`src/rtl/portcullis_pkg.sv`:
```
// Shared state encoding, station indices and sizing helper for the portcullis scheduler.
package portcullis_pkg;

    typedef enum logic [2:0] {
        ST_IDLE  = 3'd0,
        ST_DEAD  = 3'd1,
        ST_RAISE = 3'd2,
        ST_HOLD  = 3'd3,
        ST_LOWER = 3'd4,
        ST_FAULT = 3'd5
    } state_t;

    localparam int STN_IN  = 0;
    localparam int STN_OUT = 1;

    function automatic int max3(input int a, input int b, input int c);
        int m;
        m = (a > b) ? a : b;
        return (m > c) ? m : c;
    endfunction

endpackage

```
`src/rtl/portcullis_scheduler_if.sv`:
```
// Station requests, limit switches and motor/status outputs of the portcullis scheduler.
interface portcullis_scheduler_if;
    logic       REQ_IN;
    logic       REQ_OUT;
    logic       UP_LMT;
    logic       DW_LMT;
    logic       FLT_CLR;
    logic       MOT_UP;
    logic       MOT_DW;
    logic [1:0] GRANT;
    logic       BUSY;
    logic       FAULT;

    modport master (
        output REQ_IN, REQ_OUT, UP_LMT, DW_LMT, FLT_CLR,
        input  MOT_UP, MOT_DW, GRANT, BUSY, FAULT
    );

    modport slave (
        input  REQ_IN, REQ_OUT, UP_LMT, DW_LMT, FLT_CLR,
        output MOT_UP, MOT_DW, GRANT, BUSY, FAULT
    );
endinterface

```
`src/rtl/cycle_timer.sv`:
```
// Saturating cycle counter shared by the timed states; clr wins over en.
module cycle_timer #(
    parameter int W = 8
) (
    input  logic         clk,
    input  logic         rst,
    input  logic         clr,
    input  logic         en,
    output logic [W-1:0] count
);
    logic [W-1:0] r_count;

    always_ff @(posedge clk) begin
        if (rst || clr)
            r_count <= '0;
        else if (en && (r_count != '1))
            r_count <= r_count + 1'b1;
    end

    assign count = r_count;
endmodule

```
`src/rtl/portcullis_scheduler.sv`:
```
// Gate sequencer: round-robin station grant, dead time before every motor start,
// hold at the top, reversal while lowering, and latched fault on timeout or sensor conflict.
module portcullis_scheduler
    import portcullis_pkg::*;
#(
    parameter int DEAD_TIME   = 4,
    parameter int HOLD_TIME   = 1000,
    parameter int RUN_TIMEOUT = 5000
) (
    input  logic                   clk,
    input  logic                   rst,
    portcullis_scheduler_if.slave  bus
);
    localparam int CNT_W = $clog2(max3(DEAD_TIME, HOLD_TIME, RUN_TIMEOUT)) + 1;
    localparam logic [CNT_W-1:0] DEAD_LAST = CNT_W'(DEAD_TIME - 1);
    localparam logic [CNT_W-1:0] HOLD_LAST = CNT_W'(HOLD_TIME - 1);
    localparam logic [CNT_W-1:0] RUN_LAST  = CNT_W'(RUN_TIMEOUT - 1);

    state_t           r_state, w_state_nxt;
    logic             r_dir_up, w_dir_up_nxt;
    logic [1:0]       r_grant, w_grant_nxt;
    logic             r_last_out, w_last_out_nxt;
    logic             r_req_in_q, r_req_out_q, r_evt_mask;
    logic             w_ev_in, w_ev_out, w_ev_any, w_pick_out, w_conflict;
    logic             w_take, w_restart, w_clr, w_en;
    logic [1:0]       w_win;
    logic [CNT_W-1:0] w_cnt;

    // The mask blocks the first edge after reset so a request held through reset is not an event.
    assign w_ev_in    = bus.REQ_IN  & ~r_req_in_q  & ~r_evt_mask;
    assign w_ev_out   = bus.REQ_OUT & ~r_req_out_q & ~r_evt_mask;
    assign w_ev_any   = w_ev_in | w_ev_out;
    assign w_pick_out = w_ev_out & (~w_ev_in | ~r_last_out);
    assign w_win      = w_pick_out ? 2'(1 << STN_OUT) : 2'(1 << STN_IN);
    assign w_conflict = bus.UP_LMT & bus.DW_LMT;

    assign w_en  = (r_state == ST_DEAD) || (r_state == ST_RAISE) ||
                   (r_state == ST_HOLD) || (r_state == ST_LOWER);
    assign w_clr = (w_state_nxt != r_state) || w_restart;

    cycle_timer #(.W(CNT_W)) u_timer (
        .clk   (clk),
        .rst   (rst),
        .clr   (w_clr),
        .en    (w_en),
        .count (w_cnt)
    );

    always_ff @(posedge clk) begin
        if (rst) begin
            r_state     <= ST_IDLE;
            r_dir_up    <= 1'b1;
            r_grant     <= 2'b00;
            r_last_out  <= 1'b1;
            r_req_in_q  <= 1'b0;
            r_req_out_q <= 1'b0;
            r_evt_mask  <= 1'b1;
        end else begin
            r_state     <= w_state_nxt;
            r_dir_up    <= w_dir_up_nxt;
            r_grant     <= w_grant_nxt;
            r_last_out  <= w_last_out_nxt;
            r_req_in_q  <= bus.REQ_IN;
            r_req_out_q <= bus.REQ_OUT;
            r_evt_mask  <= 1'b0;
        end
    end

    always_comb begin
        w_state_nxt    = r_state;
        w_dir_up_nxt   = r_dir_up;
        w_grant_nxt    = r_grant;
        w_last_out_nxt = r_last_out;
        w_restart      = 1'b0;
        w_take         = 1'b0;
        if ((r_state != ST_FAULT) && w_conflict) begin
            w_state_nxt = ST_FAULT;
        end else begin
            case (r_state)
                ST_IDLE: if (w_ev_any) begin
                    w_take = 1'b1;
                    if (bus.UP_LMT) begin
                        w_state_nxt = ST_HOLD;
                    end else begin
                        w_state_nxt  = ST_DEAD;
                        w_dir_up_nxt = 1'b1;
                    end
                end
                ST_DEAD: if (w_cnt == DEAD_LAST) begin
                    w_state_nxt = r_dir_up ? ST_RAISE : ST_LOWER;
                end else if (w_ev_any) begin
                    w_take = 1'b1;
                    if (!r_dir_up) begin
                        w_dir_up_nxt = 1'b1;
                        w_restart    = 1'b1;
                    end
                end
                ST_RAISE: if (bus.UP_LMT) w_state_nxt = ST_HOLD;
                    else if (w_cnt == RUN_LAST) w_state_nxt = ST_FAULT;
                    else if (w_ev_any) w_take = 1'b1;
                ST_HOLD: if (w_cnt == HOLD_LAST) begin
                    w_state_nxt  = ST_DEAD;
                    w_dir_up_nxt = 1'b0;
                end else if (w_ev_any) begin
                    w_take    = 1'b1;
                    w_restart = 1'b1;
                end
                ST_LOWER: if (bus.DW_LMT) begin
                    w_state_nxt = ST_IDLE;
                    w_grant_nxt = 2'b00;
                end else if (w_cnt == RUN_LAST) begin
                    w_state_nxt = ST_FAULT;
                end else if (w_ev_any) begin
                    w_take       = 1'b1;
                    w_state_nxt  = ST_DEAD;
                    w_dir_up_nxt = 1'b1;
                end
                ST_FAULT: if (bus.FLT_CLR && !w_conflict) begin
                    w_state_nxt = ST_IDLE;
                    w_grant_nxt = 2'b00;
                end
                default: w_state_nxt = ST_IDLE;
            endcase
        end
        if (w_take) begin
            w_grant_nxt    = w_win;
            w_last_out_nxt = w_pick_out;
        end
    end

    always_comb begin
        bus.MOT_UP = (r_state == ST_RAISE);
        bus.MOT_DW = (r_state == ST_LOWER);
        bus.BUSY   = w_en;
        bus.FAULT  = (r_state == ST_FAULT);
        bus.GRANT  = r_grant;
    end
endmodule
```
`src/flat_wrapper.sv`:
```
// flat-port wrapper written by rule: the top's interface ports become plain ports
module portcullis_scheduler_flat import portcullis_pkg::*;
#(
    parameter int DEAD_TIME   = 4,
    parameter int HOLD_TIME   = 1000,
    parameter int RUN_TIMEOUT = 5000
)
  (clk, rst, bus_REQ_IN, bus_REQ_OUT, bus_UP_LMT, bus_DW_LMT, bus_FLT_CLR, bus_MOT_UP, bus_MOT_DW, bus_GRANT, bus_BUSY, bus_FAULT);
  portcullis_scheduler_if bus_i ();
  input  logic clk;
  input  logic rst;
  input wire logic [$bits(bus_i.REQ_IN)-1:0] bus_REQ_IN;
  input wire logic [$bits(bus_i.REQ_OUT)-1:0] bus_REQ_OUT;
  input wire logic [$bits(bus_i.UP_LMT)-1:0] bus_UP_LMT;
  input wire logic [$bits(bus_i.DW_LMT)-1:0] bus_DW_LMT;
  input wire logic [$bits(bus_i.FLT_CLR)-1:0] bus_FLT_CLR;
  output wire logic [$bits(bus_i.MOT_UP)-1:0] bus_MOT_UP;
  output wire logic [$bits(bus_i.MOT_DW)-1:0] bus_MOT_DW;
  output wire logic [$bits(bus_i.GRANT)-1:0] bus_GRANT;
  output wire logic [$bits(bus_i.BUSY)-1:0] bus_BUSY;
  output wire logic [$bits(bus_i.FAULT)-1:0] bus_FAULT;
  assign bus_i.REQ_IN = bus_REQ_IN;
  assign bus_i.REQ_OUT = bus_REQ_OUT;
  assign bus_i.UP_LMT = bus_UP_LMT;
  assign bus_i.DW_LMT = bus_DW_LMT;
  assign bus_i.FLT_CLR = bus_FLT_CLR;
  assign bus_MOT_UP = bus_i.MOT_UP;
  assign bus_MOT_DW = bus_i.MOT_DW;
  assign bus_GRANT = bus_i.GRANT;
  assign bus_BUSY = bus_i.BUSY;
  assign bus_FAULT = bus_i.FAULT;
  portcullis_scheduler #(.DEAD_TIME(DEAD_TIME), .HOLD_TIME(HOLD_TIME), .RUN_TIMEOUT(RUN_TIMEOUT)) u_core (.clk(clk), .rst(rst), .bus(bus_i));
endmodule
```
`config.mk`:
```
export PLATFORM = sky130hd
export DESIGN_NAME = portcullis_scheduler_flat
export DESIGN_NICKNAME = d
export VERILOG_FILES = /design/src/rtl/portcullis_pkg.sv /design/src/rtl/portcullis_scheduler_if.sv /design/src/rtl/cycle_timer.sv /design/src/rtl/portcullis_scheduler.sv /design/src/flat_wrapper.sv
export SDC_FILE = /design/constraint.sdc
export NUM_CORES = 1
export LEC_CHECK = 0
export ABC_AREA = 1
export ABC_CLOCK_PERIOD_IN_PS = 2100
export CORE_ASPECT_RATIO = 1.5
export CORE_MARGIN = 2
export CORE_UTILIZATION = 50
export CTS_CLUSTER_SIZE = 14
export DETAILED_ROUTE_END_ITERATION = 6
export GPL_TIMING_DRIVEN = 0
export PLACE_DENSITY = 0.69
export SLEW_MARGIN = 20
export SYNTH_ARGS = -nofsm -noshare
export SYNTH_HDL_FRONTEND = slang
export SYNTH_HIERARCHICAL = 1
export SYNTH_SLANG_ARGS = --single-unit
```
`constraint.sdc`:
```
create_clock -name clk -period 2.1 [get_ports clk]
set_input_delay 0.21 -clock clk [delete_from_list [all_inputs] [get_ports clk]]
set_output_delay 0.21 -clock clk [all_outputs]
set_load 0.02 [all_outputs]
```
==> summary.md, run 1 <==
| Metric | Value |
|---|---|
| Layout cell share with drive strength beyond 1 | `30.5%` |
| CP bufs+invs | `1` |
| Slowest-stage cell, CP | `dfxtp_2` |
| Post-Syn Nets | `311` |
| Origin of the worst setup path | `u_core/u_timer/count[8]` |
| GPL Wtd Cong | `0.953` |
| VDD IR max | `0.374 mV` |
| Syn Std Cell Area | `1770 sq um` |
| Max FO, Critical Path | `7` |
| Vias in the first global route | `1826` |
| Number of synthesized register bits | `24` |
| Top post-synthesis cells by count | `nand2_1 (88), nor2_1 (58), inv_1 (44)` |
| Syn Area/Cell | `5.84 sq um` |
| Clock tree buffer depth | `2` |
| Final Slew Violations | `0` |
| Delay-heaviest family, CP | `simple AND/OR/NAND/NOR gates` |
| M3 GR Usage | `2.53%` |
| Worst R2R Path Depth | `13` |
| Finish-stage setup viols | `0` |
| Die width | `52.6 um` |
| FFs w/ async S/R, synth | `0%` |
| Post-Route Setup TNS | `0 ns` |
| Clock Skew | `0.00276 ns` |
| Overall Global Routing Usage | `24.2%` |
| Slew margin rel. | `72.3%` |
| Final Hold Fails | `0` |
| Reg2Reg Setup Slack | `0.06 ns` |
| Via density | `5.19` |
| DRT iter0 DRCs | `90` |
| Tmin final | `2.04 ns` |
| Outcome | `finished, final reports clean` |
| Max Cap Viol | `0` |
| Crit path capture type | `register` |
| Met2 Use GR | `46.3%` |
| CORE AREA | `3380 sq um` |
| Most frequent cell after synthesis | `nand2_1` |
| RR Startpoint | `u_core/u_timer/count[8]` |
| PnR worst setup slack | `0.0628 ns` |
| Hold path startpoint | `bus_REQ_IN` |
| Vert. Die Dim | `76.9 um` |
| Worst setup SP type | `register` |
| Num CTS Buffers | `3` |
| Final Total Pwr | `0.00126 W` |
| Synth unique cells | `27` |
| Reg-to-reg endpoint | `u_core/u_timer/count[8]` |
| Hold Path Depth | `3` |
| Kind of critical path | `register to register` |
| TritonCTS clock tree | `built` |
| Clock-pin slew on the worst setup and hold paths | `0.09 ns` |
| First-pass GRT wire length | `7650 um` |
| Critical path arrival | `2.25 ns` |
| Achievable Freq | `491 MHz` |
| Top cells by area, synth | `dfxtp_1 (27%), nand2_1 (19%), nor2_1 (12%)` |
| Worst path required time | `2.31 ns` |
| Antenna fix cells | `0` |
| Final HPWL DP | `3450 um` |
| Largest net degree at the start of global routing | `15` |
| CTS root buffer | `clkbuf_8` |
| Critical path's most frequent cell | `nor2_1` |
| H-tree depth | `1` |
| Setup WS pre-CTS | `-0.662 ns` |
| # nets final | `340` |
| Critical-path cell list | `nand4_1 -> nor2_4 -> nand2_2 -> nand2_1 -> nand4_1 -> nand2_2 -> nor2_1 -> nor2_1 -> nand3_2 -> nor2_4 -> buf_12 -> nand2_1 -> nor2_1` |
| Pleak | `1.05 nW` |
| Clk_lat worst skew | `0.27 ns` |
| RSZ-0062 raised after global routing | `true` |
| Hold Path Class | `primary input to register` |
| Router iterations before antenna repair | `4` |
| Final Util | `68.5%` |
| Initial core utilization | `52.3%` |
| Final antenna-violating net count | `0` |
| Post-synth EDFFs | `0` |
| Drt wl/cell | `12.5 um` |
| Area grow syn2layout | `30.9%` |
| Yosys top cell by area | `dfxtp_1` |
| Cells after synthesis | `303` |
| Clock sinks | `24` |
| Sequential area share after synthesis | `27.1%` |
| DRC | `0` |
| Antenna violations before repair | `0` |
| GR Layer Usage met1 | `25.0%` |
| WL final | `4660 um` |
| Die Footprint | `4040 sq um` |
| PD cells | `545 nW/um^2` |
| IO Port Bufs | `12` |
| Remaining Overflow, GRT | `0` |
| Final hold slack | `0.487 ns` |
| Synth top area share | `27.1%` |
| Via Count | `1935` |
| Fin crit share | `97.0%` |
| Peak-usage layer in the global routing report | `met2` |
| Row Count | `26` |
| CP max stage delay | `0.41 ns` |
| # IOs | `13` |
| Ys Warns | `6` |
| Worst-Margin Slew | `0.415 ns` |
| Top FF cell, synth | `dfxtp_1` |
| Hold Path Sink | `u_core/r_req_in_q` |
-- tightest hold or removal path, cell delays in order --
cell and delay [ns]:
clkdlybuf4s50_1 0.42, inv_1 0.06, nor2_1 0.03
-- placed cells by master, fill, tap and decap left out, drive strengths merged, types with 2 or more instances in the layout --
| cell | count |
|---|---|
| a21oi | 13 |
| buf | 12 |
| clkbuf | 3 |
| clkdlybuf4s50 | 10 |
| dfxtp | 24 |
| inv | 49 |
| nand2 | 96 |
| nand3 | 18 |
| nand3b | 2 |
| nand4 | 11 |
| nor2 | 71 |
| nor3 | 2 |
| o21ai | 7 |
| xor2 | 2 |
-- sequential cells by signal (all words and copies together), names as in the netlist --
name / cells
u_core/r_state: 3
u_core/u_timer/count: 14
u_core/r_last_out: 1
u_core/bus.GRANT: 2
u_core/r_dir_up: 1
u_core/r_req_out_q: 1
u_core/r_evt_mask: 1
u_core/r_req_in_q: 1
-- logic make-up after synthesis --
| logic type | synth area share (%) |
|---|---|
| buffers and inverters | 10.4 |
| and+or+nand+nor | 52.9 |
| xor gates and xnor gates | 1.48 |
| AOI/OAI and AO/OA | 7.35 |
| DFF | 27.1 |
| adders and majority gates | 0.707 |
-- where the power goes --
group | internal, W | total, W | leakage [nW] | switching, W
Combinational | 0.000141 | 0.000360 | 0.804 | 0.000219
Sequential | 0.000467 | 0.000489 | 0.206 | 0.0000221
Clock | 0.000255 | 0.000414 | 0.0357 | 0.000159
-- metal layers --
| metal | vias to the layer above | part of all wire, % |
|---|---|---|
| met4 | 0 | 2.2 |
| met5 | - | 0 |
| met2 | 50 | 57 |
| met1 | 874 | 38 |
| met3 | 13 | 2.9 |
| li1 | 998 | - |
-- worst max-delay path by stage --
stage,slack [ns],depth (start not counted),end
after floorplan,0.08,13,u_core/u_timer/count[11]
after global routing,-0.07,13,u_core/u_timer/count[7]
final,0.06,13,u_core/u_timer/count[8]
after global placement,-0.64,13,u_core/u_timer/count[2]
after detailed placement,-0.66,13,u_core/u_timer/count[4]
after CTS,0.01,13,u_core/u_timer/count[2]
-- layout make-up --
cell class | instances | area, sq um
Multi-Input combinational cell | 230 | 1260
Fill cell | 320 | 1070
Sequential cell | 24 | 524
Timing Repair Buffer | 24 | 225
Inverter | 49 | 186
Tap cell | 42 | 52.6
Clock buffer | 3 | 41.3
Clock inverter | 1 | 30.0
-- through the flow --
| stage | area, sq um | std cells |
|---|---|---|
| 2_1_floorplan | 1770 | 303 |
| 3_3_place_gp | 1940 | 357 |
| 3_5_place_dp | 1940 | 357 |
| 4_1_cts | 2060 | 362 |
| 5_1_grt | 2320 | 373 |
| 6_report | 2320 | 373 |
-- timing repair --
item                       CTS  global route
resized for setup           11            68
pin swaps                    1            20
hold buffers                 0             0
setup endpoints to repair   15            15
setup buffers                1            11
Note: power is estimated with default switching activity, not from simulation.
==> run 2, diff against run 1 <==
Settings changed: CORE_MARGIN 2 to not set.
==> run 2 against run 1 <==
Wire length decreased by 3.6%. Critical path type is now register to output port. Core utilization is 1.6 points lower. Hold slack got worse by 0.022 ns. Register-to-register slack gained 0.05 ns. Total power fell by 2.5%. Flip-flop and latch count is the same. Clock skew fell by 0.0012 ns. Global-route usage up 0.12 points. Largest cell class unchanged. Cell count is 0.54% lower. Critical path depth is 8 lower. Setup slack gained 0.0061 ns.
==> summary.md, run 2 (same netlist as run 1, synthesis figures left out) <==
| Metric | Value |
|---|---|
| Finish-stage setup viols | `0` |
| Worst-Margin Slew | `0.402 ns` |
| Critical path arrival | `1.82 ns` |
| TritonCTS clock tree | `built` |
| Final HPWL DP | `3320 um` |
| Clock tree buffer depth | `2` |
| IO Port Bufs | `12` |
| Overall Global Routing Usage | `24.4%` |
| Final Slew Violations | `0` |
| Antenna fix cells | `0` |
| PnR worst setup slack | `0.0689 ns` |
| Clock-pin slew on the worst setup and hold paths | `0.09 ns` |
| Multi-input gate area | `1220 sq um` |
| Largest register FFs | `14` |
| Most frequent cells in the layout | `nand2_1 (79), nor2_1 (44), inv_1 (39)` |
| PD cells | `544 nW/um^2` |
| WL final | `4500 um` |
| Clock sinks | `24` |
| GPL Wtd Cong | `0.928` |
| Drt wl/cell | `12.1 um` |
| Via density | `5.22` |
| Final hold slack | `0.465 ns` |
| CORE AREA | `3380 sq um` |
| DRC | `0` |
| VDD IR max | `0.389 mV` |
| CTS root buffer | `clkbuf_8` |
| Outcome | `finished, final reports clean` |
| Register area | `524 sq um` |
| Slew margin rel. | `73.1%` |
| # IOs | `13` |
| Remaining Overflow, GRT | `0` |
| Final antenna-violating net count | `0` |
| Layout cell share with drive strength beyond 1 | `28.6%` |
| Vert. Die Dim | `74.9 um` |
| Antenna violations before repair | `0` |
| Pleak | `1.01 nW` |
| Die Footprint | `3790 sq um` |
| Final Hold Fails | `0` |
| Clk_lat worst skew | `0.27 ns` |
| Worst path required time | `1.89 ns` |
| Worst setup SP type | `register` |
| Vias in the first global route | `1631` |
| Hold Path Class | `register to register` |
| Crit path capture type | `output port` |
| Num CTS Buffers | `3` |
| Kind of critical path | `register to output port` |
| Clock Skew | `0.00157 ns` |
| Tmin final | `2.03 ns` |
| Fin crit share | `96.7%` |
| Router iterations before antenna repair | `4` |
| Fillers | `328` |
| Largest net degree at the start of global routing | `15` |
| Initial core utilization | `52.3%` |
| # nets final | `338` |
| DRT iter0 DRCs | `47` |
| Most common cell after layout, fill and taps aside | `nand2_1` |
| First-pass GRT wire length | `6970 um` |
| Area grow syn2layout | `27.9%` |
| Setup WS pre-CTS | `-0.689 ns` |
| Achievable Freq | `492 MHz` |
| Row Count | `26` |
| H-tree depth | `1` |
| Max FO, Critical Path | `6` |
| Via Count | `1937` |
| Max Cap Viol | `0` |
| Die width | `50.6 um` |
==> run 2: changes by cell type in the layout (fill, tap and decap cells not counted), moves of 2 or more <==
cell	change
a21oi_2	-2
nand2_1	+3
nand2_4	-3
buf_4	-2
a21oi_1	+2
nor2_2	-2
==> run 2: metrics by stage <==
step	util (%)	power, W	area, sq um	setup TNS, ns	std cells
4_1_cts	60.7	0.00122	2050	-0.00979	362
5_1_grt	66.9	0.00130	2260	-0.111	371
2_1_floorplan	-	0.000703	1770	0	303
3_5_place_dp	57.4	0.000788	1940	-7.99	357
6_report	66.9	0.00123	2260	0	371
3_3_place_gp	57.4	0.000787	1940	-7.25	357
==> run 2: metal layers <==
layer,GRT usage (%),vias up,share of wire [%],routed length (um)
met5,0,-,0,0
met4,13.6,0,3.0,136
met3,2.42,12,2.3,103
met2,46.7,36,55,2480
met1,25.7,889,40,1780
li1,-,1000,-,-
==> run 2: area by class of cell <==
type	count	area share, %
repair buffers	22	9.17
well taps	42	2.32
multi-input cells	230	54.0
inverters	49	8.23
clock buffers	3	1.82
flip-flops and latches	24	23.1
clock inverters	1	1.33
==> run 2: repair_timing <==
action                                  in CTS  in global routing
cloned                                       0                  0
endpoints found under the setup margin      15                 15
gates resized for setup                      8                 61
buffers inserted                             1                  9
hold buffers                                 0                  0
pin swaps                                    1                 17
==> run 2: path summary, 6_finish.rpt <==
path	start	endpoint	slack, ns	cells after the start
min	u_core/r_last_out	u_core/r_last_out	0.47	2
max reg2reg	u_core/u_timer/count[3]	u_core/u_timer/count[8]	0.11	14
max	u_core/r_state[2]	bus_BUSY	0.07	5
min reg2reg	u_core/r_last_out	u_core/r_last_out	0.47	2
==> run 2: power by group <==
| group | leakage [nW] | internal, W | switching, W | total, W |
|---|---|---|---|---|
| Sequential | 0.206 | 0.000467 | 0.0000201 | 0.000487 |
| Clock | 0.0357 | 0.000255 | 0.000153 | 0.000408 |
| Combinational | 0.763 | 0.000130 | 0.000207 | 0.000337 |
==> run 2: worst max-delay path, stage by stage, from the launching register on <==
cell and delay, ns:
dfxtp_4 0.40, inv_4 0.06, nand2_2 0.10, nor2_2 0.08
or4_4 0.59, clkdlybuf4s15_1 0.32
==> RTL change: new RTL, flow settings as in run 2 <==
Make the reset (`rst`) asynchronous in one clocked block.
--- a/src/rtl/portcullis_scheduler.sv
+++ b/src/rtl/portcullis_scheduler.sv
@@ -46,7 +46,7 @@
         .count (w_cnt)
     );
 
-    always_ff @(posedge clk) begin
+    always_ff @(posedge clk or posedge rst) begin
         if (rst) begin
             r_state     <= ST_IDLE;
             r_dir_up    <= 1'b1;
Behaviour: differs if rst is asserted again (counterexample within 4 cycles, from zero or initial values and one cycle with rst high); with rst held inactive, the same outputs for 10 cycles.
==> RTL change against run 2 <==
  * Die area grew 4.3%
  * Critical endpoint is now u_core/u_timer/count[1]
  * Maximum frequency is 1.9% higher
  * Area after synthesis rose by 4.5%
  * Design area is 0.72% lower
  * Routed wire length is 1.1% higher
  * Cell count is 0.54% lower
  * Count of clock-buffer cells in the layout unchanged
  * Sequential cell count did not move
  * Synthesized cell count unchanged
  * First-iteration DRC count decreased by 26%
  * Setup slack improved by 38 ps
Power is not compared: it rests on default switching activity, and its combinational part moved more than twofold at a synthesized area within 25%.
==> RTL change: results (changes against run 2) <==
- Result of the run: finished, final reports clean
- Flip-flop cell with the highest count after synthesis: sky130_fd_sc_hd__dfxtp_1
- Number of global-route vias before repair: 1,765 (+8.2%)
- I/O Buffers: 12 (unchanged)
- Synthesized-area fraction occupied by adder cells: 0.677% (-0.030 points)
- Worst supply voltage drop on vdd: between 0.6 and 0.7 mV
- Final nets: 336 (-0.59%)
- Crit Path Max Fanout: 9 (+3)
- Final setup violation count: 0 (unchanged)
- Hold WC Path Type: input port to asynchronous set/reset pin
- Total wire length after detailed routing: 4540 µm (+1.1%)
- Largest net degree at the start of global routing: 15 (unchanged)
- HPWL after detailed placement: 3390 µm (+2.2%)
- Leakage: ~1.1 nW
- Number of antenna diodes: 0 (unchanged)
- Placed Instance Area: 2020 µm² (+4.1%)
- Commonest cells post-synth: sky130_fd_sc_hd__nand2_1, sky130_fd_sc_hd__nor2_1, sky130_fd_sc_hd__inv_1
- FILL cells: 340 (+3.7%)
- Synth area leaders: sky130_fd_sc_hd__nand2_1, sky130_fd_sc_hd__dfxtp_1, sky130_fd_sc_hd__nor2_1
- Routability-driven placement congestion ratio: 0.929 (+0.17%)
- Pre-antenna DRT Iters: 4 (unchanged)
- Overall fraction of global-route tracks in use: 24.7% (+0.32 points)
- Async set-or-reset flop fraction in the synthesized netlist: 41.7% (+42 points)
- Clock latency on the worst-skew pair: 270 ps (about the same)
- Arrival time at the worst endpoint: 2200 ps (+380 ps)
- Fraction of the yosys area taken by sequential cells: 28.9% (+1.8 points)
- Proportion of synthesized area in mux cells: 0% (unchanged)
- CTS H-tree depth: 1 (unchanged)
- Reg clk slew, reported paths: 90 ps (about the same)
- Clock buffer count from CTS: 3 (unchanged)
- Reg-to-reg setup timing slack: 110 ps
- Max clock buf depth: 2 (unchanged)
- Synth unique cells: 32 (+19%)
- Number of antenna violations at the first check in global routing: 0 (unchanged)
- Via count normalized by instance count: 5.14 (-1.6%)
- Number of nets in the synthesized netlist: 311 (unchanged)
- Post-Route Skew: 1.96 ps (+0.392 ps)
- DRC violation total after the first TritonRoute iteration: 35 (-26%)
- Flip-flop count of the largest register after layout: 14 (unchanged)
- Xor/xnor cell area share of the yosys netlist: 1.42% (-0.063 points)
- Synthesis Warnings: 6 (unchanged)
- Layout cell share with drive strength beyond 1: 24.5% (-4.1 points)
- Complex-gate fraction of the synthesized area: 5.35% (-2.0 points)
- First-pass GRT wire length: 7500 µm (+7.6%)
- Clock tree root driver cell: sky130_fd_sc_hd__clkbuf_8
RTL change: stage by stage:
step                      total power [mW]  setup slack, ps  hold WS (ps)  util (%)  std cells
final                                 2.02              107           321      64.6        369
after global placement                1.54             -626           453      58.1        357
after detailed placement              1.55             -656           458      58.1        357
after CTS                             2.00             5.24           332      61.0        364
after global routing                  2.17            -47.2           341      64.6        369
after floorplan                       1.29              140          48.0         -        303
RTL change: power by group:
group          internal (mW)  switching (mW)  total (mW)
clock network          0.255           0.151       0.406
registers              0.540          0.0541       0.594
logic                  0.361           0.663        1.02
RTL change: worst paths after layout:
kind / depth (start not counted) / to / start
max: 15 / u_core/u_timer/count[1] / u_core/r_state[1]
min: 2 / u_core/r_req_out_q / rst
max reg2reg: 15 / u_core/u_timer/count[1] / u_core/r_state[1]
min reg2reg: 2 / u_core/r_last_out / u_core/r_last_out
max in group asynchronous: 2 / u_core/r_dir_up / rst
min in group clk: 1 / u_core/r_req_out_q / bus_REQ_OUT
RTL change: area by class of cell:
type	instances	area [µm²]	area share, %
plain buffers	2	22.5	1.00
repair buffers	20	183	8.12
flip-flops and latches	24	559	24.9
inverters	42	158	7.01
well taps	42	52.6	2.34
multi-input cells	235	1200	53.5
clock inverters	1	30.0	1.34
clock buffers	3	41.3	1.84
RTL change: logic make-up (layout without fill, tap and decap cells):
| kind of cell | after synthesis | in the layout |
|---|---|---|
| AOI/OAI and AO/OA | 17 | 17 |
| xor gates and xnor gates | 3 | 3 |
| adders and majority gates | 1 | 1 |
| buffers and inverters | 44 | 68 |
| DFF | 24 | 24 |
| other | 1 | 1 |
| and+or+nand+nor | 213 | 213 |
RTL change: critical path: stages, from the launching register on:
cell and delay, ps:
sky130_fd_sc_hd__dfrtp_1 380, sky130_fd_sc_hd__buf_6 150, sky130_fd_sc_hd__nor2_2 120, sky130_fd_sc_hd__nand3b_1 140
sky130_fd_sc_hd__nand2_1 130, sky130_fd_sc_hd__nand3_2 90, sky130_fd_sc_hd__nand2_1 80, sky130_fd_sc_hd__nor2_1 40
sky130_fd_sc_hd__nand3_1 60, sky130_fd_sc_hd__nand2_1 60, sky130_fd_sc_hd__nor2_2 140, sky130_fd_sc_hd__nand3_2 110
sky130_fd_sc_hd__nor2_4 160, sky130_fd_sc_hd__buf_4 130, sky130_fd_sc_hd__o21ai_0 70, sky130_fd_sc_hd__nor2_1 80
RTL change: what timing repair did:
action,CTS,global route
pin swaps,1,8
resized for setup,4,34
endpoints found under the setup margin,15,14
buffers inserted,3,5
hold buffers,0,0
RTL change: layer usage:
metal | up-vias | wire [µm] | track usage, %
met5 | - | 0 | 0
met4 | 0 | 179 | 14.3
met3 | 12 | 95 | 2.79
met2 | 36 | 2470 | 44.9
met1 | 862 | 1800 | 25.7
li1 | 985 | - | -
